===== src/rtl/paper_drain_pkg.sv =====
// Shared types and helpers for the systolic column drain (state enum, index width, signed clamp).
// Latency: none, it holds types and pure functions only.
// Backpressure: none.
package paper_drain_pkg;

    // Drain controller states.
    typedef enum logic [1:0] {
        IDLE  = 2'd0,
        SHIFT = 2'd1,
        FLUSH = 2'd2
    } drain_state_e;

    // Row-index width. A single-row column still gets a 1-bit index so the port never collapses.
    function automatic int idx_width(input int rows);
        int w;
        w = $clog2(rows);
        return (w < 1) ? 1 : w;
    endfunction

    // Signed clamp of a sign-extended accumulator to the range of an out_w-bit signed value.
    function automatic longint sat_clamp(input longint v, input int out_w);
        longint hi;
        longint lo;
        hi = (longint'(1) <<< (out_w - 1)) - longint'(1);
        lo = -(longint'(1) <<< (out_w - 1));
        if (v > hi) begin
            return hi;
        end
        if (v < lo) begin
            return lo;
        end
        return v;
    endfunction

endpackage


===== src/rtl/paper_drain_fifo.sv =====
// Synchronous FIFO of {data, row index}; the head is read straight out of the storage registers.
// Latency: one cycle from push to head_vld_o, no bypass into an empty FIFO.
// Backpressure: full_o is exported; a push while full is taken only if the head pops in the same cycle.
module paper_drain_fifo #(
    parameter int DW    = 32,
    parameter int IW    = 3,
    parameter int DEPTH = 4
) (
    input  logic          clk_i,
    input  logic          rst_i,
    input  logic          push_i,
    input  logic [DW-1:0] push_dat_i,
    input  logic [IW-1:0] push_idx_i,
    input  logic          pop_i,
    output logic          full_o,
    output logic          head_vld_o,
    output logic [DW-1:0] head_dat_o,
    output logic [IW-1:0] head_idx_o
);

    localparam int PW = (DEPTH > 1) ? $clog2(DEPTH) : 1;
    localparam int CW = $clog2(DEPTH + 1);

    logic [DW-1:0] dat_q [DEPTH];
    logic [IW-1:0] idx_q [DEPTH];
    logic [PW-1:0] wr_ptr_q;
    logic [PW-1:0] wr_ptr_d;
    logic [PW-1:0] rd_ptr_q;
    logic [PW-1:0] rd_ptr_d;
    logic [CW-1:0] cnt_q;
    logic [CW-1:0] cnt_d;
    logic          do_push;
    logic          do_pop;

    // Pointers wrap explicitly at DEPTH so non-power-of-two depths work.
    function automatic logic [PW-1:0] ptr_inc(input logic [PW-1:0] p);
        return (p == PW'(DEPTH - 1)) ? '0 : p + PW'(1);
    endfunction

    assign head_vld_o = (cnt_q != '0);
    assign full_o     = (cnt_q == CW'(DEPTH));
    assign do_pop     = pop_i && head_vld_o;
    assign do_push    = push_i && (!full_o || do_pop);
    assign head_dat_o = dat_q[rd_ptr_q];
    assign head_idx_o = idx_q[rd_ptr_q];

    // Next pointers and occupancy; push and pop together leave the count unchanged.
    always_comb begin
        wr_ptr_d = do_push ? ptr_inc(wr_ptr_q) : wr_ptr_q;
        rd_ptr_d = do_pop  ? ptr_inc(rd_ptr_q) : rd_ptr_q;
        cnt_d    = cnt_q;
        if (do_push && !do_pop) begin
            cnt_d = cnt_q + CW'(1);
        end else if (!do_push && do_pop) begin
            cnt_d = cnt_q - CW'(1);
        end
    end

    // Pointer and occupancy registers.
    always_ff @(posedge clk_i) begin
        if (rst_i) begin
            wr_ptr_q <= '0;
            rd_ptr_q <= '0;
            cnt_q    <= '0;
        end else begin
            wr_ptr_q <= wr_ptr_d;
            rd_ptr_q <= rd_ptr_d;
            cnt_q    <= cnt_d;
        end
    end

    // Storage; cleared on reset so the head reads zero out of reset.
    always_ff @(posedge clk_i) begin
        if (rst_i) begin
            for (int i = 0; i < DEPTH; i++) begin
                dat_q[i] <= '0;
                idx_q[i] <= '0;
            end
        end else if (do_push) begin
            dat_q[wr_ptr_q] <= push_dat_i;
            idx_q[wr_ptr_q] <= push_idx_i;
        end
    end

endmodule


===== src/rtl/paper_systolic_drain.sv =====
// Drains one systolic PE column bottom-up into a FIFO and streams {data,row} out (PAPER_DRAIN_SAT_EN adds clamping + satSeen).
// Latency: ROWS+2 cycles from drainStart to drainDone with outReady held high; each word visible one cycle after its shift.
// Backpressure: the column shift enable is withheld while the FIFO is full and its head is not popping.
module paper_systolic_drain
    import paper_drain_pkg::*;
#(
    parameter int ROWS      = 8,
    parameter int ACC       = 32,
    parameter int DEPTH     = 4,
    parameter int OUT_WIDTH = 16,
    localparam int IW       = idx_width(ROWS)
) (
    input  logic           clock,
    input  logic           reset,
    input  logic           drainStart,
    input  logic [ACC-1:0] cIn,
    output logic           enableShiftOut,
    output logic           drainBusy,
    output logic           drainDone,
    output logic           outValid,
    input  logic           outReady,
    output logic [ACC-1:0] outData,
    output logic [IW-1:0]  outIndex,
    output logic           outLast
`ifdef PAPER_DRAIN_SAT_EN
    ,
    output logic           satSeen
`endif
);

    if (ROWS < 1 || DEPTH < 1 || OUT_WIDTH < 1) begin : g_bad_cfg
        $error("paper_systolic_drain: ROWS, DEPTH and OUT_WIDTH must be >= 1");
    end

    drain_state_e   state_q;
    logic [IW-1:0]  row_q;
    logic           done_q;
    logic           fifo_full;
    logic           head_pop;
    logic [ACC-1:0] push_dat;

    assign head_pop  = outValid && outReady;
    assign drainBusy = (state_q != IDLE);
    assign drainDone = done_q;
    assign outLast   = outValid && (outIndex == '0);

    // Shift only when the pushed word has a slot; reset kills the shift in the cycle it is sampled.
    assign enableShiftOut = !reset && (state_q == SHIFT) && (!fifo_full || head_pop);

`ifdef PAPER_DRAIN_SAT_EN
    if (ACC > 64 || OUT_WIDTH > ACC) begin : g_bad_sat_cfg
        $error("paper_systolic_drain: saturation needs OUT_WIDTH <= ACC <= 64");
    end

    longint sat_in;
    longint sat_out;
    logic   clamped;
    logic   sat_q;

    // Clamp the bottom PE value as signed ACC and sign-extend back to ACC bits.
    always_comb begin
        sat_in   = longint'($signed(cIn));
        sat_out  = sat_clamp(sat_in, OUT_WIDTH);
        push_dat = ACC'(sat_out);
        clamped  = (sat_out != sat_in);
    end

    // Sticky per-pass flag: cleared when a pass is accepted, set by any clamped push.
    always_ff @(posedge clock) begin
        if (reset) begin
            sat_q <= 1'b0;
        end else if ((state_q == IDLE) && drainStart) begin
            sat_q <= 1'b0;
        end else if (enableShiftOut && clamped) begin
            sat_q <= 1'b1;
        end
    end

    assign satSeen = sat_q;
`else
    assign push_dat = cIn;
`endif

    // Drain FSM: accept a pass, count rows down as they shift, then wait for the row-0 word to leave.
    always_ff @(posedge clock) begin
        if (reset) begin
            state_q <= IDLE;
            row_q   <= IW'(ROWS - 1);
            done_q  <= 1'b0;
        end else begin
            done_q <= 1'b0;
            unique case (state_q)
                IDLE: begin
                    if (drainStart) begin
                        state_q <= SHIFT;
                        row_q   <= IW'(ROWS - 1);
                    end
                end
                SHIFT: begin
                    if (enableShiftOut) begin
                        if (row_q == '0) begin
                            state_q <= FLUSH;
                        end else begin
                            row_q <= row_q - IW'(1);
                        end
                    end
                end
                FLUSH: begin
                    if (head_pop && outLast) begin
                        state_q <= IDLE;
                        done_q  <= 1'b1;
                    end
                end
                default: begin
                    state_q <= IDLE;
                end
            endcase
        end
    end

    paper_drain_fifo #(
        .DW    (ACC),
        .IW    (IW),
        .DEPTH (DEPTH)
    ) u_fifo (
        .clk_i      (clock),
        .rst_i      (reset),
        .push_i     (enableShiftOut),
        .push_dat_i (push_dat),
        .push_idx_i (row_q),
        .pop_i      (head_pop),
        .full_o     (fifo_full),
        .head_vld_o (outValid),
        .head_dat_o (outData),
        .head_idx_o (outIndex)
    );

endmodule


===== config.mk =====
export PLATFORM = sky130hd
export DESIGN_NAME = paper_systolic_drain
export DESIGN_NICKNAME = d
export VERILOG_FILES = /design/src/rtl/paper_drain_pkg.sv /design/src/rtl/paper_drain_fifo.sv /design/src/rtl/paper_systolic_drain.sv
export SDC_FILE = /design/constraint.sdc
export NUM_CORES = 1
export LEC_CHECK = 0
export CAP_MARGIN = 10
export CORE_MARGIN = 2
export CORE_UTILIZATION = 60
export DETAILED_ROUTE_END_ITERATION = 10
export DONT_BUFFER_PORTS = 1
export MAX_ROUTING_LAYER = met4
export PLACE_DENSITY = 0.74
export SLEW_MARGIN = 25
export SYNTH_ARGS = -nofsm -noshare
export SYNTH_HDL_FRONTEND = slang
export SYNTH_SLANG_ARGS = --single-unit

===== constraint.sdc =====
create_clock -name clock -period 12.2 [get_ports clock]
set_clock_uncertainty 0.1 [all_clocks]
set_input_delay 2.44 -clock clock [delete_from_list [all_inputs] [get_ports clock]]
set_output_delay 2.44 -clock clock [all_outputs]
set_load 0.01 [all_outputs]

[Word-level counts from Yosys, hierarchy flattened]
Memory sizes are Yosys's and may differ from the RTL's. A register that Yosys moved wholly into a read port is not among the register bits.
Cells that the tools add are included.
Word-level totals
  bits of input ports: 36
  register bits: 13
  memories: 2
  RAM bits: 140
Memory list
  u_fifo.dat_q: depth 4, bits a word 32, read ports 1, clocked after Yosys merged registers in 1, wr ports 4, RTL line paper_drain_fifo.sv:24  | logic [DW-1:0] dat_q [DEPTH];
  u_fifo.idx_q: depth 4, bits a word 3, read ports 1, clocked after Yosys merged registers in 1, wr ports 4, RTL line paper_drain_fifo.sv:25  | logic [IW-1:0] idx_q [DEPTH];
Cells by class
  bitwise operators: 1
  $add $sub $neg: 5
  muxes and demuxes: 29
  reduce and logical (&&, ||, !) cells: 27
  equality and inequality tests: 10
Operator list (number)
  $mux W32: 1
  $reduce_or A32 Y1: 1
  $mux W2: 12
  $mux W3: 6
  $logic_and A1 B1 Y1: 9
  $mux W1: 8
  $reduce_and A4 Y1: 2
  $eq A2 B2 Y1 const B: 3
  $logic_not A3 Y1: 2
  $ne A2 B2 Y1 const B: 3
  $pmux W2 S3: 1
  $pmux W3 S2: 1
  $reduce_bool A2 Y1: 3
  $sub A3 B1 Y3 const B: 2
  $add A2 B1 Y2 const B: 2
  $logic_not A1 Y1: 4
  $ne A2 B1 Y1 const B: 2
  $add A3 B1 Y3 const B: 1
  $eq A3 B3 Y1 const B: 1
  $reduce_bool A3 Y1: 1
  $reduce_or A3 Y1: 1
  $eq A2 B1 Y1 const B: 1
  $logic_not A2 Y1: 1
  $logic_or A1 B1 Y1: 2
  2 further kinds: 2

[Depth between registers and ports, before layout]
  depth in word-level cells: 10
  gate-level depth with buffers: 10
  mapped depth without buffers: 8

[By module]
From an unflattened synthesis, not the netlist that was laid out.
Unflattened totals
  cells, all modules: 433
  area total of the unflattened synthesis: 7006.7 sq um
Modules (own cells, without submodules)
  paper_drain_fifo: cells an instance 386, times used 1, area an instance 6596.3 sq um
  paper_systolic_drain: cells an instance 47, times used 1, area an instance 410.4 sq um

[Least setup slack after synthesis]
Ideal clock, no wire load.
  kind: input to output
  start point: in reset
  end point: out enableShiftOut
  stages on the path: 3
  path buffers: 2
  data required time: 9.660 ns
  arrival time: 3.136 ns
  path slack: 6.524 ns
  cells stage by stage: buf_2 > clkbuf_1 > nor3_1
On the way
  cells in the longest elaborated chain, start to end: 3
RTL lines
  start: declaration: RTL line paper_systolic_drain.sv:14  | input logic reset,
  $logic_not A1 Y1: RTL line paper_systolic_drain.sv:48  | assign enableShiftOut = !reset && (state_q == SHIFT) && (!fifo_full || head_pop);
  $logic_and A1 B1 Y1 (2 in series): RTL line paper_systolic_drain.sv:48
  end: declaration: RTL line paper_systolic_drain.sv:17  | output logic enableShiftOut,
Every way passes these cells.

[Final worst setup path]
  start point: in outReady
  end point: out enableShiftOut
On the way
  cells in the longest elaborated chain, start to end: 3
RTL lines
  start: declaration: RTL line paper_systolic_drain.sv:21  | input logic outReady,
  $logic_and A1 B1 Y1: RTL line paper_systolic_drain.sv:42  | assign head_pop = outValid && outReady;
  $logic_or A1 B1 Y1: RTL line paper_systolic_drain.sv:48
  $logic_and A1 B1 Y1: RTL line paper_systolic_drain.sv:48
Every way passes these cells.

==> flow_summary.json <==
{
  "post-cts-setup-buffer-count": 0,
  "worstMarginPinSlew_ns": 0.999,
  "via_per_inst": 6.10,
  "detail-route-antenna-nets": 0,
  "start_util": 0.614,
  "ioPinCount": 76,
  "die_w_um": 112,
  "holdBufCountCts": 0,
  "overflow": 0,
  "rsz0062_at_grt": "false",
  "critPathCaptureType": "primary output",
  "die_h_um": 112,
  "insertion_delay_ns": 0.41,
  "holdWs_ns": 0.396,
  "drt_iter0_drc": 214,
  "fin_nets": 468,
  "met1_usage": 0.282,
  "vdd_drop_max_mv": 0.0975,
  "dp_slack_ns": 6.65,
  "endpoint": "enableShiftOut",
  "leakage_uw": 0.00274,
  "drc_errors": 0,
  "grt_pass1_wl_um": 21100,
  "hp-class": "reg2reg",
  "finalSetupViolations": 0,
  "min_period_ns": 5.55,
  "routed_wl_um": 13400,
  "setup_ws_ns": 6.65,
  "finalHoldViolCount": 0,
  "synth_warnings": 0,
  "rows": 39,
  "grt.busiest_layer": "met2",
  "syn_nets": 472,
  "path_max_fanout": 12,
  "grt_usage": 0.233,
  "critPathLaunch": "outReady",
  "seq_area_um2": 4510,
  "ys_ff_latch": 155,
  "place_congestion": 0.696,
  "power_density_nw_per_um2": 185,
  "cts_tree": "built",
  "fin_crit_sh": 0.455,
  "antenna_found_initial": 0,
  "nFillCells": 780,
  "syn_avg_cell_area_um2": 16.3,
  "syn_inst": 430,
  "cts_root_buf": "clkbuf_16",
  "core_area_um2": 11400,
  "clk_pin_slew_worst_paths_ns": 0.06,
  "grt_use_met2": 0.392,
  "via_count": 3552,
  "cts-buffers-inserted": 17,
  "r2r_cells": 6,
  "maxSlewViolCount": 0,
  "yosysUniqueCellTypes": 40,
  "cp.required_ns": 9.66,
  "use_met3": 0.0621,
  "multi_input_area_um2": 2360,
  "cts_resized": 0,
  "r2r-start": "u_fifo.cnt_q[0]",
  "n_antenna_cell": 0,
  "io_buffers": 0,
  "dp_hpwl_um": 7160,
  "worstSetupPathType": "in2out",
  "max-slew-margin-rel": 0.334,
  "cts.path.max_buffers": 2,
  "status": "finished clean",
  "finalSetupTns_ns": 0,
  "cts.htree.levels": 4,
  "drive_gt1_frac": 0.257,
  "ys_seq_area_frac": 0.642,
  "cap_violations": 0,
  "critPathArrivalTime_ns": 3.01,
  "die-area_um2": 12600,
  "rr_endpoint": "u_fifo.dat_q[0][6]",
  "clock.fmax_mhz": 180,
  "cts_sinks": 155,
  "wl_per_cell_um": 23.1,
  "grt_pass1_vias": 3857,
  "drtPass1Iterations": 4,
  "start_kind": "primary input",
  "grt_max_degree": 42,
  "r2r_slack_ns": 9.24,
  "netlist_area_um2": 7010,
  "synthToLayoutAreaGrowth_pct": 10.3
}
-- layer usage --
layer	vias to the layer above	part of all wire
li1	1621	-
met1	1804	0.40
met2	116	0.53
met3	11	0.068
met4	0	0.0071
met5	-	0
-- worst max-delay path, cell delays in order --
cell	delay [ns]
nor4b_2	0.20
buf_4	0.25
nor3_1	0.11
-- cell type report --
cell class | count | share of cell area
clock inverter | 13 | 0.0226
inverter | 6 | 0.00291
timing repair buffer | 8 | 0.00776
sequential | 155 | 0.583
clock buffer | 19 | 0.0560
multi-input combinational | 238 | 0.305
tap | 143 | 0.0231
-- metrics by stage --
step                utilization  std cells  total power [uW]  instance area [um^2]
global route              0.678        582              1480                  7740
detailed placement        0.624        550               905                  7130
global placement          0.624        550               896                  7130
CTS                       0.678        582              1440                  7740
floorplan                     -        430               853                  7010
finish                    0.678        582              1430                  7740
-- power breakdown --
| part | internal [uW] | switching, uW |
|---|---|---|
| Sequential | 624 | 25.3 |
| Clock | 340 | 200 |
| Combinational | 105 | 136 |
| Total | 1070 | 362 |
-- registers in the layout, summed over array words and instances (netlist names), named ones only --
| register | flops |
|---|---|
| u_fifo.idx_q | 12 |
| u_fifo.rd_ptr_q | 2 |
| row_q | 3 |
| u_fifo.wr_ptr_q | 2 |
| u_fifo.cnt_q | 3 |
| drainDone | 1 |
| u_fifo.dat_q | 128 |
| state_q | 2 |
-- synth_stat cells (all sizes together) --
cell type  number  area, um^2
clkbuf         20        75.1
nor3            9        50.1
and2b           1        7.51
and3            1        6.26
a2111oi         1        15.0
and2          102         638
dfxtp          15         300
edfxtp        140        4200
mux4           35         788
or3             2        12.5
nand2b          3        26.3
ha              5        62.6
buf            11        78.8
nor4            7        73.8
mux2i           5        50.1
nor2b           3        18.8
fa              1        20.0
inv             6        22.5
o41ai           1        8.76
nor3b          33         378
nand3           1        5.00
or4b            1        10.0
a41o            1        10.0
a21oi           5        25.0
xor2            2        17.5
or2             3        18.8
o31ai           1        7.51
nand2           2        7.51
nor2            4        15.0
and3b           1        8.76
nor4b           1        8.76
o21ai           4        20.0
or4             3        22.5
-- layout by cell type, fill, tap and decap left out, types with 3 or more instances in the layout --
cell	instances
edfxtp_1	140
and2_1	102
mux4_2	35
nor3b_2	26
clkbuf_16	17
dfxtp_1	12
nor3_1	8
buf_4	8
nor3b_1	7
inv_1	6
nor4_1	5
mux2i_1	5
a21oi_1	5
ha_1	5
clkinvlp_4	5
nor2_1	4
bufinv_16	4
or2_2	3
nor2b_1	3
o21ai_0	3
dfxtp_2	3
-- logic make-up after synthesis --
family | share of synthesized area
xor+xnor | 0.00250
buf+inv | 0.0252
compound gates | 0.0123
fa+ha+maj | 0.0118
mux | 0.120
simple gates | 0.186
flops | 0.642
-- worst min path at each step --
stage	start	end	slack [ns]	cells past startpoint
floorplan	row_q[0]	row_q[0]	0.35	1
global placement	u_fifo.rd_ptr_q[0]	flop	0.37	2
detailed placement	row_q[0]	row_q[0]	0.38	1
CTS	row_q[0]	row_q[0]	0.40	1
global route	row_q[0]	row_q[0]	0.41	1
finish	row_q[0]	row_q[0]	0.40	1
(Power assumes the default switching activity.)
